$ cat config.mk
export PLATFORM = sky130hd
export DESIGN_NAME = stopwatch_counter_flat
export DESIGN_NICKNAME = d
export VERILOG_FILES = /design/src/rtl/stopwatch_counter_if.sv /design/src/rtl/stopwatch_counter.sv /design/src/flat_wrapper.sv
export SDC_FILE = /design/constraint.sdc
export NUM_CORES = 1
export LEC_CHECK = 0
export ABC_AREA = 1
export BUFFER_PORTS_ARGS = -buffer_cell sky130_fd_sc_hd__buf_2
export CORE_UTILIZATION = 58
export CTS_CLUSTER_DIAMETER = 40
export DETAILED_ROUTE_END_ITERATION = 7
export GPL_ROUTABILITY_DRIVEN = 0
export GPL_TIMING_DRIVEN = 0
export PLACE_DENSITY = 0.84
export SYNTH_ARGS = -nofsm -noshare
export SYNTH_HDL_FRONTEND = slang
export SYNTH_SLANG_ARGS = --single-unit
$ cat constraint.sdc
create_clock -name clk -period 3.2 [get_ports clk]
set_clock_uncertainty 0.05 [all_clocks]
set_input_delay 0.48 -clock clk [delete_from_list [all_inputs] [get_ports clk]]
set_output_delay 0.48 -clock clk [all_outputs]
set_load 0.03 [all_outputs]
$ cat src/rtl/stopwatch_counter_if.sv
// Control and BCD display bundle between the stopwatch core and its neighbours
// (tick dividers, button debouncers, seven-segment multiplexer).
interface stopwatch_counter_if;
  localparam int unsigned DW = 4;

  logic          tick_1hz;
  logic          tick_2hz;
  logic          pause_btn;
  logic          clr;
  logic          adj;
  logic          sel;
  logic [DW-1:0] sec_1;
  logic [DW-1:0] sec_2;
  logic [DW-1:0] min_1;
  logic [DW-1:0] min_2;
  logic          blink_min;
  logic          blink_sec;
  logic          paused;

  modport master (
    output tick_1hz, tick_2hz, pause_btn, clr, adj, sel,
    input  sec_1, sec_2, min_1, min_2, blink_min, blink_sec, paused
  );

  modport slave (
    input  tick_1hz, tick_2hz, pause_btn, clr, adj, sel,
    output sec_1, sec_2, min_1, min_2, blink_min, blink_sec, paused
  );
endinterface

$ cat src/rtl/stopwatch_counter.sv
// MM:SS BCD stopwatch core with pause toggle and per-field adjust.
// All outputs come straight from flops.
module stopwatch_counter #(
  parameter int unsigned MIN_LIMIT = 59
) (
  input logic                clk,
  input logic                rst_n,
  stopwatch_counter_if.slave bus
);
  localparam int unsigned DW = 4;
  localparam logic [DW-1:0] D0    = '0;
  localparam logic [DW-1:0] D1    = DW'(1);
  localparam logic [DW-1:0] D5    = DW'(5);
  localparam logic [DW-1:0] D9    = DW'(9);
  localparam logic [DW-1:0] LIM_2 = DW'(MIN_LIMIT / 10);
  localparam logic [DW-1:0] LIM_1 = DW'(MIN_LIMIT % 10);

  typedef enum logic [1:0] {
    ST_RUN    = 2'd0,
    ST_PAUSED = 2'd1,
    ST_ADJUST = 2'd2
  } state_e;

  state_e        state_q, state_d;
  logic [DW-1:0] sec_1_q, sec_1_d;
  logic [DW-1:0] sec_2_q, sec_2_d;
  logic [DW-1:0] min_1_q, min_1_d;
  logic [DW-1:0] min_2_q, min_2_d;
  logic          pause_q, pause_d;
  logic          pe_q, pe_d;
  logic          flag_q, flag_d;
  logic          blink_min_q, blink_min_d;
  logic          blink_sec_q, blink_sec_d;

  logic [DW-1:0] s1_inc, s2_inc, m1_inc, m2_inc;
  logic          sec_carry, min_at_lim;

  // Incremented field values; seconds wrap 59->00, minutes wrap MIN_LIMIT->00
  always_comb begin
    sec_carry  = (sec_2_q == D5) && (sec_1_q == D9);
    min_at_lim = (min_2_q == LIM_2) && (min_1_q == LIM_1);
    s1_inc     = (sec_1_q == D9) ? D0 : sec_1_q + D1;
    s2_inc     = sec_2_q;
    if (sec_1_q == D9) begin
      s2_inc = (sec_2_q == D5) ? D0 : sec_2_q + D1;
    end
    m1_inc = (min_1_q == D9) ? D0 : min_1_q + D1;
    m2_inc = (min_1_q == D9) ? min_2_q + D1 : min_2_q;
    if (min_at_lim) begin
      m1_inc = D0;
      m2_inc = D0;
    end
  end

  // Digit update: clear beats adjust beats counting
  always_comb begin
    sec_1_d = sec_1_q;
    sec_2_d = sec_2_q;
    min_1_d = min_1_q;
    min_2_d = min_2_q;
    if (bus.clr) begin
      sec_1_d = D0;
      sec_2_d = D0;
      min_1_d = D0;
      min_2_d = D0;
    end else if ((state_q == ST_ADJUST) && bus.tick_2hz) begin
      if (bus.sel) begin
        sec_1_d = sec_carry ? D0 : s1_inc;
        sec_2_d = sec_carry ? D0 : s2_inc;
      end else begin
        min_1_d = m1_inc;
        min_2_d = m2_inc;
      end
    end else if ((state_q == ST_RUN) && bus.tick_1hz) begin
      sec_1_d = s1_inc;
      sec_2_d = s2_inc;
      if (sec_carry) begin
        min_1_d = m1_inc;
        min_2_d = m2_inc;
      end
    end
  end

  // Pause edge is registered, so the flag toggles one edge after it is detected
  always_comb begin
    pause_d     = bus.pause_btn;
    pe_d        = bus.pause_btn & ~pause_q;
    flag_d      = flag_q ^ pe_q;
    blink_min_d = bus.adj & ~bus.sel;
    blink_sec_d = bus.adj & bus.sel;
    state_d     = ST_RUN;
    if (bus.adj) begin
      state_d = ST_ADJUST;
    end else if (flag_d) begin
      state_d = ST_PAUSED;
    end
  end

  always_ff @(posedge clk or negedge rst_n) begin
    if (!rst_n) begin
      state_q     <= ST_RUN;
      sec_1_q     <= D0;
      sec_2_q     <= D0;
      min_1_q     <= D0;
      min_2_q     <= D0;
      pause_q     <= 1'b0;
      pe_q        <= 1'b0;
      flag_q      <= 1'b0;
      blink_min_q <= 1'b0;
      blink_sec_q <= 1'b0;
    end else begin
      state_q     <= state_d;
      sec_1_q     <= sec_1_d;
      sec_2_q     <= sec_2_d;
      min_1_q     <= min_1_d;
      min_2_q     <= min_2_d;
      pause_q     <= pause_d;
      pe_q        <= pe_d;
      flag_q      <= flag_d;
      blink_min_q <= blink_min_d;
      blink_sec_q <= blink_sec_d;
    end
  end

  assign bus.sec_1     = sec_1_q;
  assign bus.sec_2     = sec_2_q;
  assign bus.min_1     = min_1_q;
  assign bus.min_2     = min_2_q;
  assign bus.blink_min = blink_min_q;
  assign bus.blink_sec = blink_sec_q;
  assign bus.paused    = flag_q;
endmodule

$ cat src/flat_wrapper.sv
// flat-port wrapper written by rule: the top's interface ports become plain ports
module stopwatch_counter_flat 
#(
  parameter int unsigned MIN_LIMIT = 59
)
  (clk, rst_n, bus_tick_1hz, bus_tick_2hz, bus_pause_btn, bus_clr, bus_adj, bus_sel, bus_sec_1, bus_sec_2, bus_min_1, bus_min_2, bus_blink_min, bus_blink_sec, bus_paused);
  stopwatch_counter_if bus_i ();
  input logic clk;
  input logic rst_n;
  input wire logic [$bits(bus_i.tick_1hz)-1:0] bus_tick_1hz;
  input wire logic [$bits(bus_i.tick_2hz)-1:0] bus_tick_2hz;
  input wire logic [$bits(bus_i.pause_btn)-1:0] bus_pause_btn;
  input wire logic [$bits(bus_i.clr)-1:0] bus_clr;
  input wire logic [$bits(bus_i.adj)-1:0] bus_adj;
  input wire logic [$bits(bus_i.sel)-1:0] bus_sel;
  output wire logic [$bits(bus_i.sec_1)-1:0] bus_sec_1;
  output wire logic [$bits(bus_i.sec_2)-1:0] bus_sec_2;
  output wire logic [$bits(bus_i.min_1)-1:0] bus_min_1;
  output wire logic [$bits(bus_i.min_2)-1:0] bus_min_2;
  output wire logic [$bits(bus_i.blink_min)-1:0] bus_blink_min;
  output wire logic [$bits(bus_i.blink_sec)-1:0] bus_blink_sec;
  output wire logic [$bits(bus_i.paused)-1:0] bus_paused;
  assign bus_i.tick_1hz = bus_tick_1hz;
  assign bus_i.tick_2hz = bus_tick_2hz;
  assign bus_i.pause_btn = bus_pause_btn;
  assign bus_i.clr = bus_clr;
  assign bus_i.adj = bus_adj;
  assign bus_i.sel = bus_sel;
  assign bus_sec_1 = bus_i.sec_1;
  assign bus_sec_2 = bus_i.sec_2;
  assign bus_min_1 = bus_i.min_1;
  assign bus_min_2 = bus_i.min_2;
  assign bus_blink_min = bus_i.blink_min;
  assign bus_blink_sec = bus_i.blink_sec;
  assign bus_paused = bus_i.paused;
  stopwatch_counter #(.MIN_LIMIT(MIN_LIMIT)) u_core (.clk(clk), .rst_n(rst_n), .bus(bus_i));
endmodule
==> flow_summary_export.csv <==
group,metric,value,unit
routing,wl_per_cell,11.8,um
routing,drc,0,
pwr,p_seq_frac,0.516,
logic_synthesis,synth_edf_count,0,
global_routing,grt_pass1_wl,4530,um
routing,initialDrtViolationCount,13,
worst_setup_path,crit_fanout,9,
layout,fin_util,0.697,
routing,postRouteAntennaNets,0,
placement,numPortBuffers,26,
layout,multi_input_area,691,sq um
pwr,vdd_drop_max,0.332,mV
worst_setup_path,critical_path_class,"reg2out",
pwr,swShare,0.376,
worst_setup_path,crit_path_start,"u_core.bus.sec_2[2]",
min_path,hold_class,"in2async",
placement,post-dp-hpwl,1980,um
sta,setup_viol,0,
routing,num_vias,1133,
pwr,combPwrFrac,0.300,
logic_synthesis,yosys_register_bits,23,
logic_synthesis,ys_seq_area_frac,0.431,
global_routing,grtUsageTotal,0.237,
logic_synthesis,ys.flop_type,"dfrtp_1",
die,die_w,50.0,um
sta,final_hold_viol_count,0,
clock_network,cts_root_buf,"clkbuf_4",
worst_setup_path,cp.depth,1,
run_status,run_status,"finished clean",
clock_network,cts_hold_buf,0,
clock_network,htreeDepth,1,
logic_synthesis,yosysUniqueCellTypes,22,
placement,place_ws,1.62,ns
layout,nNetsFinal,206,
global_routing,overflow,0,
logic_synthesis,synth_top_cell_area_share,0.431,
logic_synthesis,yosys_warnings,0,
die,pin_count,27,
logic_synthesis,yosys-top-cells-area,"dfrtp_1 (43%), nand2_1 (12%), ha_1 (5.6%)",
worst_setup_path,slowest_stage,"dfrtp_1",
die,die-area,2500,sq um
sta,min_period,1.61,ns
worst_setup_path,crit_arrival,1.08,ns
sta,period_share,0.503,
sta,rsz0062_at_grt,"no",
logic_synthesis,syn-cell-area,1340,sq um
pwr,power-per-cell-area,465,nW/um^2
worst_setup_path,crit_chain,"buf_2",
pwr,power,709,uW
global_routing,antenna_found_initial,0,
layout,stdcell_area,1530,sq um
worst_setup_path,cp.required,2.67,ns
layout,sequential_cell_area,576,sq um
layout,fillers,199,
clock_network,tritoncts,"done",
logic_synthesis,yosysTopAreaCell,"dfrtp_1",
layout,syn2layout_area_growth,14.3,%
placement,placed_area,1500,sq um
die,start_util,0.609,
flow_run,cap_violations,0,
layout,num_antenna_cells,0,
clock_network,postCtsSetupBuffers,0,
die,core_area,2190,sq um
worst_setup_path,cpLargestDelayFamily,"flip-flops",
sta,relSlewSlack,0.655,
sta,hold-worst-slack,0.0858,ns
worst_setup_path,r2r_cells,9,
sta,clock.fmax,0.621,GHz
worst_setup_path,crit_path_max_incr_delay,0.52,ns
clock_network,cts_buffers,3,
clock_network,cts_sinks,23,
clock_network,clockBufferDepth,2,
worst_setup_path,path_buf_inv,1,
clock_network,clock_latency,0.30,ns
global_routing,grt_max_degree,24,
routing,routed_wl,2590,um
global_routing,grt_pass1_vias,1082,
clock_network,ctsResizeCount,0,
sta,setup_ws,1.59,ns
pwr,clkPwrFrac,0.185,
sta,finalSetupTns,0,ns
logic_synthesis,synth_cells,161,
routing,viasPerCell,5.17,
worst_setup_path,endpoint_kind,"output pin",
layout,drive_above_1_share,0.246,
pwr,netSwitchingPower,267,uW
pwr,power.internal,442,uW
worst_setup_path,start_kind,"flip-flop",
die,rows,17,
pwr,p_leak,0.838,nW
routing,dr.pass1.iters,4,
placement,dp_cells,215,
worst_setup_path,r2r-start,"u_core.bus.sec_2[1]",
layout,instances_no_fill,219,
sta,final_max_slew_viol_count,0,
logic_synthesis,async_flop_share,1.00,
die,die_y,50.0,um
logic_synthesis,syn-num-nets,175,
sta,worstMarginPinSlew,0.518,ns
logic_synthesis,postSynthAreaPerCell,8.29,sq um
clock_network,path_clk_slew,0.12,ns
## sequential cells by signal, indices dropped and copies added (netlist names)
register and cells:
u_core.bus.min_1 4, u_core.bus.min_2 4, u_core.bus.sec_1 4, u_core.bus.sec_2 4, u_core.state_q 2, u_core.bus.blink_min 1
u_core.bus.blink_sec 1, u_core.bus.paused 1, u_core.pause_q 1, u_core.pe_q 1
## layout make-up
class,count,share of cell area
inverters,14,0.0344
repair buffers,26,0.0852
flip-flops and latches,23,0.377
plain buffers,2,0.0107
well taps,28,0.0230
clock buffers,4,0.0172
multi-input cells,122,0.452
## cells in the final DEF, fill, tap and decap left out, drive strengths merged
cell type,Yosys,layout
nand2,48,48
buf,2,28
dfrtp,23,23
nand3,16,16
nor2,16,16
o21ai,16,16
inv,14,14
ha,6,6
xor2,5,5
or2,5,5
nand4,5,5
clkbuf,0,4
nand3b,2,2
a21oi,2,2
mux2i,1,1
## per-layer routing
| layer | wire length, um | part of all wire | vias up | global-route usage |
|---|---|---|---|---|
| li1 | - | - | 584 | - |
| met1 | 1180 | 0.46 | 532 | 0.288 |
| met2 | 1320 | 0.51 | 15 | 0.417 |
| met3 | 56 | 0.022 | 2 | 0.0370 |
| met4 | 26 | 0.010 | 0 | 0.0905 |
| met5 | 0 | 0 | - | 0 |
## power groups by stage
stage,registers (mW),clock network (mW),logic [mW]
2_1_floorplan,0.424,0,0.0963
3_3_place_gp,0.368,0,0.209
3_5_place_dp,0.372,0,0.214
4_1_cts,0.366,0.135,0.215
5_1_grt,0.374,0.149,0.238
6_report,0.366,0.131,0.213
## path summary, 6_finish.rpt
kind / slack [ns] / end
worst max register to register: 1.62 / u_core.bus.min_2[0]
worst min-delay path: 0.09 / u_core.bus.sec_1[3]
worst min register to register: 0.36 / u_core.pe_q
max in group asynchronous: 2.67 / u_core.bus.blink_min
worst max-delay path: 1.59 / bus_sec_2[2]
min in group clk: 0.24 / u_core.pause_q
## cell usage after synthesis (5+ instances only)
library cell and count:
nand3_1 15, nand2_1 42, o21ai_1 13, ha_1 6
dfrtp_1 23, nand4_1 5, nor2_1 13, xor2_1 5
inv_1 13, or2_2 5
## logic make-up after synthesis
group | Yosys count | synth area share
buf+inv | 16 | 0.0515
fa+ha+maj | 6 | 0.0562
flops | 23 | 0.431
xor+xnor | 5 | 0.0328
compound gates | 18 | 0.0675
mux | 1 | 0.00750
simple gates | 92 | 0.353
Power figures use the tool's default switching activity.
